==> config.mk <==
export PLATFORM = sky130hd
export DESIGN_NAME = psk_demod_flat
export DESIGN_NICKNAME = d
export VERILOG_FILES = /design/src/rtl/psk_demod_if.sv /design/src/rtl/psk_demod.sv /design/src/flat_wrapper.sv
export SDC_FILE = /design/constraint.sdc
export NUM_CORES = 1
export LEC_CHECK = 0
export CAP_MARGIN = 20
export CORE_MARGIN = 3
export CORE_UTILIZATION = 60
export DETAILED_ROUTE_END_ITERATION = 10
export DONT_BUFFER_PORTS = 1
export PLACE_DENSITY_LB_ADDON = 0.3
export SYNTH_ARGS = -nofsm -noshare
export SYNTH_HDL_FRONTEND = slang
export SYNTH_SLANG_ARGS = --single-unit
==> constraint.sdc <==
create_clock -name clk_16M384 -period 2.8 [get_ports clk_16M384]
set_input_delay 0.14 -clock clk_16M384 [delete_from_list [all_inputs] [get_ports clk_16M384]]
set_output_delay 0.14 -clock clk_16M384 [all_outputs]
set_load 0.005 [all_outputs]
==> src/rtl/psk_demod_if.sv <==
// AXI-Stream beat channel carrying decided PSK symbols toward the receive FIFO.
interface psk_demod_if #(
  parameter int unsigned BYTES = 1
) ();
  logic [BYTES*8-1:0] tdata;
  logic               tvalid;
  logic               tready;
  logic               tlast;

  modport master (output tdata, output tvalid, output tlast, input tready);
  modport slave  (input tdata, input tvalid, input tlast, output tready);
endinterface

==> src/rtl/psk_demod.sv <==
// Coherent BPSK/QPSK integrate-and-dump demodulator: sums SPS samples per rail,
// hard-decides the sign and emits one symbol per AXIS beat from a holding register.
module psk_demod #(
  parameter int unsigned WIDTH = 12,
  parameter int unsigned BYTES = 1,
  parameter int unsigned SPS   = 16
) (
  input  logic                     clk_16M384,
  input  logic                     rst_16M384,
  input  logic                     is_bpsk,
  input  logic signed [WIDTH-1:0]  in_I,
  input  logic signed [WIDTH-1:0]  in_Q,
  input  logic                     in_vld,
  input  logic                     in_last,
  psk_demod_if.master              data,
  output logic                     overflow,
  output logic [$clog2(SPS)-1:0]   sym_cnt
);
  localparam int unsigned CntW = $clog2(SPS);
  localparam int unsigned AccW = WIDTH + CntW;

  typedef enum logic [0:0] {StIdle, StInteg} state_e;

  state_e                 state_q, state_d;
  logic signed [AccW-1:0] acc_i_q, acc_i_d, acc_q_q, acc_q_d;
  logic signed [AccW-1:0] ext_i, ext_q, sum_i, sum_q;
  logic [CntW-1:0]        cnt_q, cnt_d;
  logic                   bpsk_q, bpsk_d, mode;
  logic                   done, fire, dec_i, dec_q;
  logic                   tvalid_q, tvalid_d, tlast_q, tlast_d, ovf_q, ovf_d;
  logic [BYTES*8-1:0]     tdata_q, tdata_d;

  assign ext_i = {{CntW{in_I[WIDTH-1]}}, in_I};
  assign ext_q = {{CntW{in_Q[WIDTH-1]}}, in_Q};
  assign sum_i = acc_i_q + ext_i;
  assign sum_q = acc_q_q + ext_q;

  // Mode is taken live on the first sample of a symbol, latched afterwards.
  assign mode  = (cnt_q == '0) ? is_bpsk : bpsk_q;
  assign done  = in_vld && (in_last || (cnt_q == CntW'(SPS - 1)));
  assign dec_i = ~sum_i[AccW-1];
  assign dec_q = mode ? 1'b0 : ~sum_q[AccW-1];
  assign fire  = tvalid_q && data.tready;

  always_comb begin
    state_d = state_q;
    acc_i_d = acc_i_q;
    acc_q_d = acc_q_q;
    cnt_d   = cnt_q;
    bpsk_d  = bpsk_q;
    if (in_vld) begin
      acc_i_d = sum_i;
      acc_q_d = sum_q;
      cnt_d   = cnt_q + CntW'(1);
      bpsk_d  = mode;
      unique case (state_q)
        StIdle:  state_d = in_last ? StIdle : StInteg;
        StInteg: state_d = in_last ? StIdle : StInteg;
        default: state_d = StIdle;
      endcase
      if (done) begin
        acc_i_d = '0;
        acc_q_d = '0;
        cnt_d   = '0;
      end
    end
  end

  always_comb begin
    tvalid_d = tvalid_q;
    tdata_d  = tdata_q;
    tlast_d  = tlast_q;
    ovf_d    = ovf_q;
    if (fire) begin
      tvalid_d = 1'b0;
    end
    if (done) begin
      // A completion on the transfer edge refills the register without a bubble.
      if (!tvalid_q || fire) begin
        tvalid_d   = 1'b1;
        tdata_d    = '0;
        tdata_d[1] = dec_i;
        tdata_d[0] = dec_q;
        tlast_d    = in_last;
      end else begin
        ovf_d = 1'b1;
      end
    end
  end

  always_ff @(posedge clk_16M384 or posedge rst_16M384) begin
    if (rst_16M384) begin
      state_q  <= StIdle;
      acc_i_q  <= '0;
      acc_q_q  <= '0;
      cnt_q    <= '0;
      bpsk_q   <= 1'b0;
      tvalid_q <= 1'b0;
      tdata_q  <= '0;
      tlast_q  <= 1'b0;
      ovf_q    <= 1'b0;
    end else begin
      state_q  <= state_d;
      acc_i_q  <= acc_i_d;
      acc_q_q  <= acc_q_d;
      cnt_q    <= cnt_d;
      bpsk_q   <= bpsk_d;
      tvalid_q <= tvalid_d;
      tdata_q  <= tdata_d;
      tlast_q  <= tlast_d;
      ovf_q    <= ovf_d;
    end
  end

  assign data.tvalid = tvalid_q;
  assign data.tdata  = tdata_q;
  assign data.tlast  = tlast_q;
  assign overflow    = ovf_q;
  assign sym_cnt     = cnt_q;
endmodule

==> src/flat_wrapper.sv <==
// flat-port wrapper written by rule: the top's interface ports become plain ports
module psk_demod_flat 
#(
  parameter int unsigned WIDTH = 12,
  parameter int unsigned BYTES = 1,
  parameter int unsigned SPS   = 16
)
  (clk_16M384, rst_16M384, is_bpsk, in_I, in_Q, in_vld, in_last, overflow, sym_cnt, data_tdata, data_tvalid, data_tlast, data_tready);
  psk_demod_if #(.BYTES(BYTES)) data_i ();
  input  logic clk_16M384;
  input  logic rst_16M384;
  input  logic is_bpsk;
  input  logic signed [WIDTH-1:0] in_I;
  input  logic signed [WIDTH-1:0] in_Q;
  input  logic in_vld;
  input  logic in_last;
  output logic overflow;
  output logic [$clog2(SPS)-1:0] sym_cnt;
  output wire logic [$bits(data_i.tdata)-1:0] data_tdata;
  output wire logic [$bits(data_i.tvalid)-1:0] data_tvalid;
  output wire logic [$bits(data_i.tlast)-1:0] data_tlast;
  input wire logic [$bits(data_i.tready)-1:0] data_tready;
  assign data_tdata = data_i.tdata;
  assign data_tvalid = data_i.tvalid;
  assign data_tlast = data_i.tlast;
  assign data_i.tready = data_tready;
  psk_demod #(.WIDTH(WIDTH), .BYTES(BYTES), .SPS(SPS)) u_core (.clk_16M384(clk_16M384), .rst_16M384(rst_16M384), .is_bpsk(is_bpsk), .in_I(in_I), .in_Q(in_Q), .in_vld(in_vld), .in_last(in_last), .data(data_i), .overflow(overflow), .sym_cnt(sym_cnt));
endmodule
==> metrics.md <==
| Metric | Value |
|---|---|
| Routed Antenna Nets | 0 |
| Fin area | ~3300 um^2 |
| Peak supply drop | 0.000381 V |
| Core Region | 4850 um^2 |
| Fmax | 388 MHz |
| Finished Core Util | 67.6% |
| Clock Power Share | 17.7% |
| Data required, critical path | just under 3 ns |
| Vias in the first global route | 2265 |
| Psw | roughly 1100 uW |
| Hold slack final | 0.000110 ns |
| P_int | 1700 uW |
| # DRC | 0 |
| CP startpoint kind | flip-flop |
| EDFF count, synth | 0 |
| Sequential share of the synthesized area | 34.0% |
| Max_cap viols | 0 |
| Ant diodes | 0 |
| Post-synthesis async set-or-reset flop share | between 90% and 100% |
| Fin crit share | between 90% and 100% |
| Fillcell total | 391 |
| PortBufs | 0 |
| Sequential fraction of design power | 33.0% |
| Total number of vias | 2402 |
| Worst-skew pair later-pin latency | 0.31 ns |
| Setup repair after global routing missed its margin | no |
| Root Buffer | clkbuf_8 |
| Cell variety after synth | slightly below 50 |
| Comb pwr share | 49.3% |
| Met1 WL | between 2000 and 3000 um |
| Pin count of the biggest net entering global routing | 43 |
| Yosys top cell by area | dfrtp_1 |
| Vias/cell | 5.99 |
| First-pass GRT wire length | ~10000 um |
| Top_reg_cell synth | dfrtp_1 |
| Min-delay worst type | in -> reg |
| Tot GR Track Use | 21.5% |
| Drt first pass iters | 4 |
| Share of layout cells above drive strength 1 | approximately 8% |
| CTS buffer count | 5 |
| Cell Area, Synth | 3090 um^2 |
| Routed WL per cell | roughly 15 um |
| Max Slew Vio Count | 0 |
| Clock transition at the registers of the reported paths | around 0.090 ns |
| Status | completed |
| CP Class | reg -> reg |
| Met2 Wirelength | 2780 um |
| Initial Utilization | 63.8% |
| Worst rel slew slack | 58.6% |
| Post-placement setup slack | 0.246 ns |
| Die width | 77.8 um |
| Switching share of power | 39.3% |
| Critical Path Sink Type | flip-flop |
| Setup TNS | 0 ns |
| Min cycle time layout | ~2.6 ns |
| Synthesis-stage register bit count | 42 |
| Layout area overhead | 5.91% |
| Metal3 WL | 367 um |
| Synth top cells by count | dfrtp_1 (42), ha_1 (32), a21oi_1 (26), nand2_1 (26), o21ai_0 (23) |
| Antenna violations before repair | 0 |
| Post-DP HPWL | 4310 um |
| Area after DPL | between 3000 and 4000 um^2 |
| 1st-iter DRT viols | 146 |
| Core Rows | 25 |
| WL final | approximately 6000 um |
| Worst path arrival time | 2.75 ns |
| Die Ht | 77.8 um |
| YS warnings | 0 |
| I/O Pins | 45 |
| Crit-path max FO | 3 |
| Worst setup margin | 0.226 ns |
| Most frequent cell after synthesis | dfrtp_1 |
| Gp weighted congestion | 0.888 |
| Total clock sinks | 42 |
| Maximum buffer depth of the clock tree | 2 |
| CTS tree | built |
| Leak | about 0.0015 uW |
| Final Skew | 0.0105 ns |
| Worst-Margin Slew | 0.619 ns |
| Final setup fails | 0 |
| Power Dens Cells | roughly 850 nW/um^2 |
| Top sig layer | met4 |
| Area contributors post-synth | dfrtp_1 (34%), ha_1 (13%), o2bb2ai_1 (5.4%) |
| Final Hold Fails | 0 |
| Mean area per synthesized cell | 9.34 um^2 |
| Nets | 397 |
| H-tree depth | 2 |
| Die area | 6050 um^2 |
| Syn Inst Count | 331 |
| Post-CTS Setup Inserts | 0 |
| Gr ovfl total | 0 |
| Yosys top cell area share | 34.0% |
per-layer routing:
metal | global-route usage, % | up-vias
li1 | - | 1206
met2 | 33.3 | 42
met1 | 29.8 | 1148
met5 | 0 | -
met4 | 5.34 | 0
met3 | 5.92 | 6
kinds of logic after synthesis:
kind of cell | count (synthesis) | synth area share [%]
compound gates | 114 | 25.8
flops | 42 | 34.0
buf+inv | 32 | 4.93
mux | 5 | 1.74
xor+xnor | 26 | 7.36
fa+ha+maj | 34 | 14.2
simple gates | 77 | 11.9
other cells | 1 | 0.121
flip-flops by register name, summed over array words and instances, names as in the netlist:
register / count
u_core.data.tdata: 2
u_core.data.tvalid: 1
u_core.bpsk_q: 1
u_core.data.tlast: 1
u_core.acc_q_q: 16
u_core.acc_i_q: 16
u_core.overflow: 1
u_core.sym_cnt: 4
timing repair:
action                    CTS  global route
gates resized for setup     0             0
hold buffers                4             0
hold endpoints to repair   59             0
critical path: stages (launching register included):
cell	delay [ns]
dfrtp_1	0.39
ha_1	0.22
fa_1	0.41
a21o_1	0.19
a21o_1	0.22
a2111oi_4	0.44
o21ai_0	0.19
nor2_1	0.15
xor2_1	0.16
o31ai_1	0.07
layout by cell type, fill, tap and decap left out, drive strengths merged, types with 5 or more instances in the layout:
cell	Yosys	layout
dfrtp	42	42
xor2	13	13
conb	1	6
nor2	13	13
a21o	14	14
o31ai	5	5
xnor2	13	13
clkbuf	10	6
a211o	6	6
ha	32	32
o21ai	26	26
nand2	26	26
o2bb2ai	19	19
a21oi	26	26
nand3	12	12
nor3	8	8
a31oi	6	6
inv	13	13
power by group through the flow:
stage	Clock, uW	Combinational (uW)	Sequential, uW
after detailed placement	0	1360	932
final	493	1380	922
after floorplan	0	1180	893
after CTS	498	1370	921
after global placement	0	1320	924
after global routing	520	1560	949
area by class of cell:
type / instances / area, um^2 / share of cell area (%)
Tap cell: 67 / 83.8 / 2.56
Inverter: 14 / 52.6 / 1.60
Sequential cell: 42 / 1050 / 32.1
Clock inverter: 2 / 37.5 / 1.15
Clock buffer: 6 / 72.6 / 2.22
Timing Repair Buffer: 8 / 70.1 / 2.14
Multi-Input combinational cell: 262 / 1910 / 58.3
path summary, 6_finish.rpt:
check	start	end	slack (ns)	depth (start not counted)
setup / recovery	u_core.acc_q_q[0]$_DFFE_PP0P_	u_core.acc_q_q[10]$_DFFE_PP0P_	0.23	9
setup reg to reg	u_core.acc_q_q[0]$_DFFE_PP0P_	u_core.acc_q_q[10]$_DFFE_PP0P_	0.23	9
min in group asynchronous	rst_16M384	u_core.acc_i_q[10]$_DFFE_PP0P_	0.44	3
hold reg to reg	u_core.acc_q_q[12]$_DFFE_PP0P_	u_core.acc_q_q[12]$_DFFE_PP0P_	0.49	2
max in group asynchronous	rst_16M384	u_core.acc_q_q[15]$_DFFE_PP0P_	1.98	3
hold / removal	in_vld	u_core.sym_cnt[1]$_DFFE_PP0P_	0.0001	2
stage by stage:
stage                     power, uW  cells
after floorplan                2070    336
after global routing           3030    401
after detailed placement       2290    389
after global placement         2240    389
after CTS                      2790    401
final                          2790    401
Note: power is estimated with default switching activity, not from simulation.
